$ cat src/rtl/free_list_if.sv
`default_nettype none
//==============================================================================
// Module   : free_list_if
// Brief    : Rename-stage free-list bus: dispatch allocation and retire release.
// Revision : 1.0 - initial release
//==============================================================================
interface free_list_if #(
   parameter int NUM_OF_REQUESTS  = 2,
   parameter int NUM_OF_PREGS     = 64,
   parameter int NUM_OF_ARCH_REGS = 32
);
   localparam int c_cap  = NUM_OF_PREGS - NUM_OF_ARCH_REGS;
   localparam int c_tagw = $clog2(NUM_OF_PREGS);
   localparam int c_ptrw = $clog2(c_cap) + 1;

   logic [NUM_OF_REQUESTS-1:0]             alloc_req;
   logic [NUM_OF_REQUESTS-1:0][c_tagw-1:0] alloc_tag;
   logic                                   alloc_ready;
   logic [NUM_OF_REQUESTS-1:0]             retire_en;
   logic [NUM_OF_REQUESTS-1:0][c_tagw-1:0] retire_old_tag;
   logic                                   squash;
   logic [c_ptrw-1:0]                      free_count;

   modport master (
      output alloc_req, retire_en, retire_old_tag, squash,
      input  alloc_tag, alloc_ready, free_count
   );

   modport slave (
      input  alloc_req, retire_en, retire_old_tag, squash,
      output alloc_tag, alloc_ready, free_count
   );
endinterface
`default_nettype wire

$ cat src/rtl/free_list.sv
`default_nettype none
//==============================================================================
// Module   : free_list
// Brief    : Physical-register free list (circular buffer, speculative head,
//            architectural head, tail). Optional checks: FREE_LIST_CHECK_EN.
// Revision : 1.0 - initial release
//==============================================================================
module free_list #(
   parameter int NUM_OF_REQUESTS  = 2,
   parameter int NUM_OF_PREGS     = 64,
   parameter int NUM_OF_ARCH_REGS = 32
) (
   input  wire logic  clock,
   input  wire logic  reset,
   free_list_if.slave fl
);
   // Capacity must be a power of two so pointer low bits wrap naturally.
   localparam int c_cap  = NUM_OF_PREGS - NUM_OF_ARCH_REGS;
   localparam int c_tagw = $clog2(NUM_OF_PREGS);
   localparam int c_idxw = $clog2(c_cap);
   localparam int c_ptrw = c_idxw + 1;

   logic [c_tagw-1:0] r_entry [c_cap];
   logic [c_ptrw-1:0] r_head;
   logic [c_ptrw-1:0] r_arch_head;
   logic [c_ptrw-1:0] r_tail;

   logic [c_ptrw-1:0] w_free_count;
   logic [c_ptrw-1:0] w_alloc_cnt;
   logic [c_ptrw-1:0] w_retire_cnt;
   logic [c_ptrw-1:0] w_arch_head_next;
   logic              w_alloc_ready;
   logic [c_ptrw-1:0] w_alloc_rank  [NUM_OF_REQUESTS];
   logic [c_ptrw-1:0] w_retire_rank [NUM_OF_REQUESTS];
   logic [c_ptrw-1:0] w_rd_ptr      [NUM_OF_REQUESTS];
   logic [c_ptrw-1:0] w_wr_ptr      [NUM_OF_REQUESTS];

   // Requesting slots take consecutive entries in slot order; idle slots
   // preview the entry at their own slot offset.
   always_comb begin
      w_alloc_cnt  = '0;
      w_retire_cnt = '0;
      for (int i = 0; i < NUM_OF_REQUESTS; i++) begin
         w_alloc_rank[i]  = fl.alloc_req[i] ? w_alloc_cnt : c_ptrw'(i);
         w_retire_rank[i] = w_retire_cnt;
         w_alloc_cnt      = w_alloc_cnt + c_ptrw'(fl.alloc_req[i]);
         w_retire_cnt     = w_retire_cnt + c_ptrw'(fl.retire_en[i]);
      end
   end

   generate
      for (genvar gi = 0; gi < NUM_OF_REQUESTS; gi++) begin : g_slot
         assign w_rd_ptr[gi]     = r_head + w_alloc_rank[gi];
         assign w_wr_ptr[gi]     = r_tail + w_retire_rank[gi];
         assign fl.alloc_tag[gi] = r_entry[w_rd_ptr[gi][c_idxw-1:0]];
      end
   endgenerate

   assign w_free_count     = r_tail - r_head;
   assign w_alloc_ready    = !fl.squash && (w_free_count >= w_alloc_cnt);
   assign w_arch_head_next = r_arch_head + w_retire_cnt;
   assign fl.alloc_ready   = w_alloc_ready;
   assign fl.free_count    = w_free_count;

   always_ff @(posedge clock or negedge reset) begin
      if (!reset) begin
         for (int k = 0; k < c_cap; k++) begin
            r_entry[k] <= c_tagw'(NUM_OF_ARCH_REGS + k);
         end
         r_head      <= '0;
         r_arch_head <= '0;
         r_tail      <= c_ptrw'(c_cap);
      end else begin
         for (int i = 0; i < NUM_OF_REQUESTS; i++) begin
            if (fl.retire_en[i]) begin
               r_entry[w_wr_ptr[i][c_idxw-1:0]] <= fl.retire_old_tag[i];
            end
         end
         r_tail      <= r_tail + w_retire_cnt;
         r_arch_head <= w_arch_head_next;
         // Squash rewinds to the post-retire architectural point.
         if (fl.squash) begin
            r_head <= w_arch_head_next;
         end else if (w_alloc_ready) begin
            r_head <= r_head + w_alloc_cnt;
         end
      end
   end

`ifdef FREE_LIST_CHECK_EN
   logic [c_ptrw-1:0] w_chk_ptr;

   always @(posedge clock) begin
      w_chk_ptr = '0;
      if (reset) begin
         if ((|fl.retire_en) && (w_free_count == c_ptrw'(c_cap))) begin
            $display("@@@ Failed");
            $finish;
         end
         if (c_ptrw'(r_tail - r_arch_head) != c_ptrw'(c_cap)) begin
            $display("@@@ Failed");
            $finish;
         end
         for (int i = 0; i < NUM_OF_REQUESTS; i++) begin
            for (int k = 0; k < c_cap; k++) begin
               w_chk_ptr = r_head + c_ptrw'(k);
               if (fl.retire_en[i] && (c_ptrw'(k) < w_free_count) &&
                   (r_entry[w_chk_ptr[c_idxw-1:0]] == fl.retire_old_tag[i])) begin
                  $display("@@@ Failed");
                  $finish;
               end
            end
         end
         if (w_alloc_cnt > c_ptrw'(NUM_OF_REQUESTS)) begin
            $display("@@@ Failed");
            $finish;
         end
      end
   end
`else
   // Checks compiled out; datapath is unchanged.
`endif

endmodule
`default_nettype wire

$ cat src/flat_wrapper.sv
// flat-port wrapper written by rule: the top's interface ports become plain ports
module free_list_flat 
#(
   parameter int NUM_OF_REQUESTS  = 2,
   parameter int NUM_OF_PREGS     = 64,
   parameter int NUM_OF_ARCH_REGS = 32
)
  (clock, reset, fl_alloc_req, fl_retire_en, fl_retire_old_tag, fl_squash, fl_alloc_tag, fl_alloc_ready, fl_free_count);
  free_list_if #(.NUM_OF_REQUESTS(NUM_OF_REQUESTS), .NUM_OF_PREGS(NUM_OF_PREGS), .NUM_OF_ARCH_REGS(NUM_OF_ARCH_REGS)) fl_i ();
  input  wire logic clock;
  input  wire logic reset;
  input wire logic [$bits(fl_i.alloc_req)-1:0] fl_alloc_req;
  input wire logic [$bits(fl_i.retire_en)-1:0] fl_retire_en;
  input wire logic [$bits(fl_i.retire_old_tag)-1:0] fl_retire_old_tag;
  input wire logic [$bits(fl_i.squash)-1:0] fl_squash;
  output wire logic [$bits(fl_i.alloc_tag)-1:0] fl_alloc_tag;
  output wire logic [$bits(fl_i.alloc_ready)-1:0] fl_alloc_ready;
  output wire logic [$bits(fl_i.free_count)-1:0] fl_free_count;
  assign fl_i.alloc_req = fl_alloc_req;
  assign fl_i.retire_en = fl_retire_en;
  assign fl_i.retire_old_tag = fl_retire_old_tag;
  assign fl_i.squash = fl_squash;
  assign fl_alloc_tag = fl_i.alloc_tag;
  assign fl_alloc_ready = fl_i.alloc_ready;
  assign fl_free_count = fl_i.free_count;
  free_list #(.NUM_OF_REQUESTS(NUM_OF_REQUESTS), .NUM_OF_PREGS(NUM_OF_PREGS), .NUM_OF_ARCH_REGS(NUM_OF_ARCH_REGS)) u_core (.clock(clock), .reset(reset), .fl(fl_i));
endmodule
$ cat config.mk
export PLATFORM = sky130hd
export DESIGN_NAME = free_list_flat
export DESIGN_NICKNAME = d
export VERILOG_FILES = /design/src/rtl/free_list_if.sv /design/src/rtl/free_list.sv /design/src/flat_wrapper.sv
export SDC_FILE = /design/constraint.sdc
export NUM_CORES = 1
export LEC_CHECK = 0
export CELL_PAD_IN_SITES_DETAIL_PLACEMENT = 0
export CELL_PAD_IN_SITES_GLOBAL_PLACEMENT = 1
export CORE_ASPECT_RATIO = 1.75
export CORE_MARGIN = 4
export CORE_UTILIZATION = 48
export CTS_BUF_LIST = sky130_fd_sc_hd__clkbuf_16
export CTS_CLUSTER_DIAMETER = 200
export DETAILED_ROUTE_END_ITERATION = 8
export DONT_BUFFER_PORTS = 1
export HOLD_SLACK_MARGIN = 0.02
export PLACE_DENSITY = 0.79
export SYNTH_ARGS = -nofsm -noshare
export SYNTH_HDL_FRONTEND = slang
export SYNTH_SLANG_ARGS = --single-unit
$ cat constraint.sdc
create_clock -name clock -period 3.6 [get_ports clock]
set_clock_uncertainty 0.1 [all_clocks]
set_input_delay 0.72 -clock clock [delete_from_list [all_inputs] [get_ports clock]]
set_output_delay 0.72 -clock clock [all_outputs]
set_load 0.01 [all_outputs]
==> results.json, run 1 <==
{
  "root_buffer": "clkbuf_16",
  "synth_compound_area_frac": 0.0811,
  "cts_buffer_depth": 3,
  "synth_seq_cells": 210,
  "grt_pass1_wl_mm": 75.4,
  "num_vias": 10804,
  "track_usage": 0.333,
  "timing.setup.tns_ns": -0.944,
  "critPathKind": "reg -> out",
  "final_core_util": 0.536,
  "ys_types": 48,
  "gr-usage-met3": 0.0472,
  "synth_area_um2": 13900,
  "antenna_found_initial": 0,
  "core_area_um2": 28600,
  "cts_buffers": 22,
  "synth_xor_xnor_area_share": 0.00946,
  "syn_inst": 1250,
  "finalCriticalPeriod_ns": 3.77,
  "maxCapViolCount": 0,
  "synth.avg_cell_area_um2": 11.1,
  "antenna_cells_inserted": 0,
  "drt_first_pass_iters": 5,
  "syn_nets": 1293,
  "power_per_cell_area_nw_per_um2": 1120,
  "status": "finished, violations left",
  "wl_mm": 52.4,
  "yosysWarnings": 0,
  "die_h_um": 233,
  "timing.hold.ws_ns": -0.221,
  "seq_area_frac_synth": 0.389,
  "drtIter0Drc": 1013,
  "die_w_um": 137,
  "crit_fanout": 7,
  "grt_setup_unrepaired": "true",
  "syn_to_final_growth_pct": 10.5,
  "route.antenna.remaining_nets": 0,
  "busiest_layer": "met2",
  "r2r-start": "u_core.r_head[0]",
  "gp_congestion": 1.07,
  "hold_viol": 120,
  "route.detailed.drc": 0,
  "ys.flop_type": "dfstp_2",
  "slew-limit-headroom": 0.293,
  "worst-slew-pin-transition_ns": 1.06,
  "die_area_um2": 31800,
  "startpoint_type": "register",
  "synth-edff-count": 0,
  "synthArstFlopShare": 1.00,
  "hold_path.class": "in -> async",
  "n_fill_cell": 2452,
  "use_met1": 0.358,
  "grt_max_degree": 211,
  "synth-simple-area-share": 0.0992,
  "viasPerCell": 6.65,
  "setup-violations-final": 7,
  "dpl.hpwl_mm": 37.7,
  "ios": 38,
  "r2r-end": "u_core.r_head[2]",
  "power.leakage_uw": 0.00622,
  "numPortBuffers": 0,
  "wl_per_cell_um": 32.3,
  "r2r_slack_ns": 0.58,
  "cp.arrival_ns": 2.95,
  "post-route-period-util": 1.05,
  "finalMaxSlewViolations": 0,
  "cts_tree": "done",
  "design_area_um2": 15300,
  "drive_gt1_frac": 0.305,
  "worst_slack_ns": -0.175,
  "grt_pass1_vias": 10789,
  "gr-usage-met2": 0.578,
  "placementRows": 82,
  "worstSetupEndpointType": "output pin",
  "clk_latency_ns": 0.54,
  "synth_fa_ha_area_frac": 0.0238,
  "post_dp_cell_area_um2": 14400,
  "reg2reg_depth": 11,
  "violations": "negative hold slack, negative setup slack",
  "synth_top_family_by_area": "multiplexers",
  "cts.clk_slew.worst_paths_ns": 0.07,
  "initial_core_util": 0.485,
  "gr-total-overflow": 0,
  "synthMuxAreaShare": 0.361,
  "cts_sinks": 210,
  "fmax_mhz": 265,
  "vdd_drop_max_v": 0.000586,
  "nNetsFinal": 1273,
  "h-tree-depth": 1,
  "cp.required_ns": 2.78
}
## cell usage after synthesis (all sizes together) (2+ instances only)
| cell | n | area, um2 |
|---|---|---|
| a211oi | 2 | 15.0 |
| a21o | 9 | 67.6 |
| a21oi | 114 | 571 |
| a31oi | 3 | 18.8 |
| and2 | 2 | 12.5 |
| and3 | 7 | 43.8 |
| buf | 18 | 116 |
| clkbuf | 84 | 315 |
| dfrtp | 97 | 2430 |
| dfstp | 113 | 2970 |
| fa | 4 | 80.1 |
| ha | 20 | 250 |
| inv | 21 | 78.8 |
| mux2 | 54 | 608 |
| mux2i | 170 | 1700 |
| mux4 | 120 | 2700 |
| nand2 | 124 | 465 |
| nand2b | 2 | 12.5 |
| nand3 | 18 | 90.1 |
| nand3b | 3 | 22.5 |
| nand4 | 2 | 12.5 |
| nor2 | 132 | 495 |
| nor2b | 6 | 37.5 |
| nor3 | 9 | 65.1 |
| nor3b | 7 | 52.6 |
| nor4 | 4 | 25.0 |
| o21ai | 73 | 365 |
| o22ai | 2 | 18.8 |
| o311ai | 3 | 26.3 |
| or2 | 4 | 25.0 |
| or3b | 2 | 17.5 |
| xnor2 | 10 | 87.6 |
| xor2 | 5 | 43.8 |
## worst max-delay path, cell delays in order (launching register included)
cell,delay [ns]
dfrtp_4,0.50
ha_4,0.36
buf_6,0.14
buf_16,0.13
mux4_2,0.49
mux4_2,0.47
mux2_4,0.31
## metal layers
layer,share of wire,wire length [um]
met2,0.50,26100
met3,0.067,3530
met4,0.11,5690
met1,0.32,17000
met5,0,0
## final cells by class
cell class	count	area, um2	share of cell area
multi-input cells	916	8080	0.527
flip-flops and latches	210	5400	0.352
repair buffers	58	591	0.0385
clock buffers	23	576	0.0375
well taps	378	473	0.0308
clock inverters	17	134	0.00873
inverters	22	82.6	0.00538
## placed cells by master (no fill, tap or decap), types with 4 or more instances in the layout
master / instances
nand2_2: 8
fa_1: 4
clkbuf_16: 24
a21o_1: 9
or2_2: 4
nor2b_1: 6
buf_12: 5
clkinv_1: 5
xor2_1: 5
inv_1: 24
buf_4: 46
dfrtp_1: 94
nor2_1: 132
mux2_4: 5
mux2i_1: 170
mux4_2: 120
ha_1: 17
a21oi_1: 113
nand2_1: 116
nand3_1: 18
nor3b_1: 6
nor3_2: 4
nor3_1: 5
o21ai_1: 72
nor4_1: 4
mux2_2: 23
dfstp_2: 113
xnor2_1: 9
clkinvlp_4: 4
mux2_1: 26
and3_1: 7
## repair_timing
action / CTS / global route
setup buffers: 4 / 0
gates cloned: 3 / 1
pin swaps: 1 / 3
hold endpoints to repair: 205 / 165
setup endpoints to repair: 7 / 14
gates resized for setup: 24 / 3
## state kept, by name (all words and copies together), names as in the netlist
register            flops
u_core.r_arch_head      6
u_core.r_tail           6
u_core.r_head           6
u_core.r_entry        192
## worst max path at each step
stage                          start               end  slack (ns)
floorplan            fl_alloc_req[0]  fl_alloc_tag[11]        0.01
global route        u_core.r_head[0]   fl_alloc_tag[6]       -0.21
finish              u_core.r_head[0]  fl_alloc_tag[10]       -0.17
global placement     fl_alloc_req[0]  fl_alloc_tag[11]       -0.13
detailed placement   fl_alloc_req[0]  fl_alloc_tag[11]       -0.17
CTS                 u_core.r_head[0]   fl_alloc_tag[8]       -0.18
## per-stage QoR
| step | power [uW] | std cells | worst slack (ns) |
|---|---|---|---|
| after global routing | 17800 | 1624 | -0.213 |
| after CTS | 16900 | 1624 | -0.183 |
| final | 17100 | 1624 | -0.175 |
| after detailed placement | 14100 | 1577 | -0.169 |
| after floorplan | 11200 | 1250 | 0.0122 |
| after global placement | 13900 | 1577 | -0.133 |
## where the power goes
group          switching, uW  leakage (uW)  internal [uW]
registers               1790       0.00236           4010
logic                   4230       0.00351           4770
clock network           1020      0.000353           1300
total                   7040       0.00622          10100
## logic make-up after synthesis
group,count (synthesis)
mux,344
simple gates,322
compound gates,211
flops,210
buf+inv,124
fa+ha+maj,24
xor+xnor,15
Note: power is estimated with default switching activity, not from simulation.
==> run 2: changes to the inputs <==
--- a/config.mk
+++ b/config.mk
@@ -15,7 +15,7 @@
 export DETAILED_ROUTE_END_ITERATION = 8
 export DONT_BUFFER_PORTS = 1
 export HOLD_SLACK_MARGIN = 0.02
-export PLACE_DENSITY = 0.79
+export PLACE_DENSITY = 0.75
 export SYNTH_ARGS = -nofsm -noshare
 export SYNTH_HDL_FRONTEND = slang
 export SYNTH_SLANG_ARGS = --single-unit
==> run 2 against run 1 <==
Net effect: the run still ends with negative hold slack, negative setup slack left; sequential share of layout area rose by 0.26 points; non-clock buffer count shrank 7; die area did not move; critical endpoint is now fl_alloc_tag[7]; largest cell class unchanged; largest power group unchanged; highest routed layer unchanged.
==> results.json, run 2 (synthesized netlist as in run 1, its figures left out) <==
{
  "largest_reg_flops": 192,
  "final_common_cell": "mux2i_1",
  "multi_input_area_um2": 8050,
  "grt_pass1_wl_mm": 73.6,
  "switching_power_uw": 6950,
  "nNetsFinal": 1266,
  "violations": "negative hold slack, negative setup slack",
  "crit_fanout": 7,
  "viasPerCell": 6.59,
  "power_per_cell_area_nw_per_um2": 1110,
  "slew-limit-headroom": 0.498,
  "worstSetupEndpointType": "output pin",
  "finalMaxSlewViolations": 0,
  "startpoint_type": "register",
  "syn_to_final_growth_pct": 9.60,
  "drive_gt1_frac": 0.289,
  "drtIter0Drc": 1008,
  "cts_buffers": 22,
  "ff_latch_area_um2": 5400,
  "dpl.hpwl_mm": 35.9,
  "h-tree-depth": 1,
  "vdd_drop_max_v": 0.000541,
  "pwr-share-seq": 0.342,
  "route.detailed.drc": 0,
  "most-common-layout-cells": "mux2i_1 (170), nor2_1 (132), nand2_1 (124), mux4_2 (120)",
  "die_w_um": 137,
  "p_int_uw": 9960,
  "power.total_uw": 16900,
  "numPortBuffers": 0,
  "cts.clk_slew.worst_paths_ns": 0.06,
  "antenna_found_initial": 0,
  "hold_path.class": "in -> async",
  "pre_cts_slack_ns": -0.178,
  "setup-violations-final": 7,
  "ios": 38,
  "grt_max_degree": 211,
  "gp_congestion": 0.995,
  "timing.hold.ws_ns": -0.214,
  "status": "finished, violations left",
  "grt_setup_unrepaired": "true",
  "clock_power_share": 0.130,
  "wl_mm": 50.1,
  "cts_sinks": 210,
  "num_vias": 10666,
  "hold_viol": 114,
  "root_buffer": "clkbuf_16",
  "power.share.combinational": 0.528,
  "drt_first_pass_iters": 5,
  "clk_latency_ns": 0.53,
  "n_fill_cell": 2482,
  "sw_frac_of_total": 0.411,
  "grt_pass1_vias": 10613,
  "cts_tree": "done",
  "cp.required_ns": 2.78,
  "cts_buffer_depth": 3,
  "route.antenna.remaining_nets": 0,
  "timing.setup.tns_ns": -0.709,
  "power.leakage_uw": 0.00619,
  "maxCapViolCount": 0,
  "largest-register": "u_core.r_entry",
  "worst_slack_ns": -0.123,
  "critPathKind": "reg -> out",
  "die_area_um2": 31800,
  "worst-slew-pin-transition_ns": 0.750,
  "gr-total-overflow": 0,
  "cp.arrival_ns": 2.90,
  "fmax_mhz": 269,
  "wl_per_cell_um": 31.0,
  "die_h_um": 233,
  "initial_core_util": 0.485,
  "finalCriticalPeriod_ns": 3.72,
  "track_usage": 0.321,
  "placementRows": 82,
  "core_area_um2": 28600,
  "post-route-period-util": 1.03
}
-- run 2: layout make-up --
type	instances	share of cell area
Multi-Input combinational cell	916	0.529
Timing Repair Buffer	51	0.0354
Inverter	22	0.00542
Antenna cell	1	0.000164
Clock buffer	23	0.0378
Sequential cell	210	0.355
Tap cell	378	0.0311
Clock inverter	17	0.00625
-- run 2: critical path, cell delays in order, from the launching register on --
cell and delay, ns:
dfrtp_4 0.49, ha_4 0.36, buf_6 0.18, mux4_2 0.54, mux4_2 0.48, mux2_4 0.32
-- run 2: final timing paths --
kind | start | endpoint | slack, ns | depth (start not counted)
worst min-delay path | reset | u_core.r_arch_head[2] | -0.21 | 0
min in group clock | fl_retire_old_tag[11] | u_core.r_entry[113] | 0.19 | 2
worst max register to register | u_core.r_head[0] | u_core.r_head[2] | 0.49 | 9
worst min register to register | u_core.r_arch_head[0] | u_core.r_arch_head[0] | 0.43 | 1
max in group asynchronous | reset | u_core.r_head[4] | 3.03 | 0
worst max-delay path | u_core.r_head[0] | fl_alloc_tag[7] | -0.12 | 5
-- run 2: power by group through the flow --
stage,clock network [uW],logic [uW],registers (uW)
final,2200,8930,5780
after global routing,2330,9550,5730
after CTS,2250,8910,5650
after detailed placement,0,8460,5680
after global placement,0,8250,5750
after floorplan,0,6690,4550
-- run 2: metal layers --
layer,global-route usage,vias up,share of wire
met5,0,-,0
met4,0.235,0,0.10
met3,0.0506,224,0.078
met2,0.530,649,0.48
met1,0.372,5261,0.34
li1,-,4532,-
-- run 2: timing repair --
item                                    CTS  global route
gates resized for setup                  16             1
endpoints found under the hold margin   210           154
gates cloned                              3             1
endpoints found under the setup margin    8             9
pin swaps                                 2             1
setup buffers                             4             0
-- run 2: per-stage QoR --
step / cell area [um2] / std cells / hold WS [ns] / util
after floorplan: 14000 / 1250 / 0.324 / -
after global placement: 14400 / 1571 / 0.332 / 0.502
after detailed placement: 14400 / 1571 / 0.336 / 0.502
after CTS: 15200 / 1618 / -0.237 / 0.533
after global routing: 15200 / 1617 / -0.228 / 0.532
final: 15200 / 1618 / -0.214 / 0.532
==> run 3: changes to the inputs <==
--- a/config.mk
+++ b/config.mk
@@ -16,6 +16,7 @@
 export DONT_BUFFER_PORTS = 1
 export HOLD_SLACK_MARGIN = 0.02
 export PLACE_DENSITY = 0.75
+export RECOVER_POWER = 25
 export SYNTH_ARGS = -nofsm -noshare
 export SYNTH_HDL_FRONTEND = slang
 export SYNTH_SLANG_ARGS = --single-unit
==> results of run 3 <==
No change in the layout: final DEF, timing and power equal those of run 2.
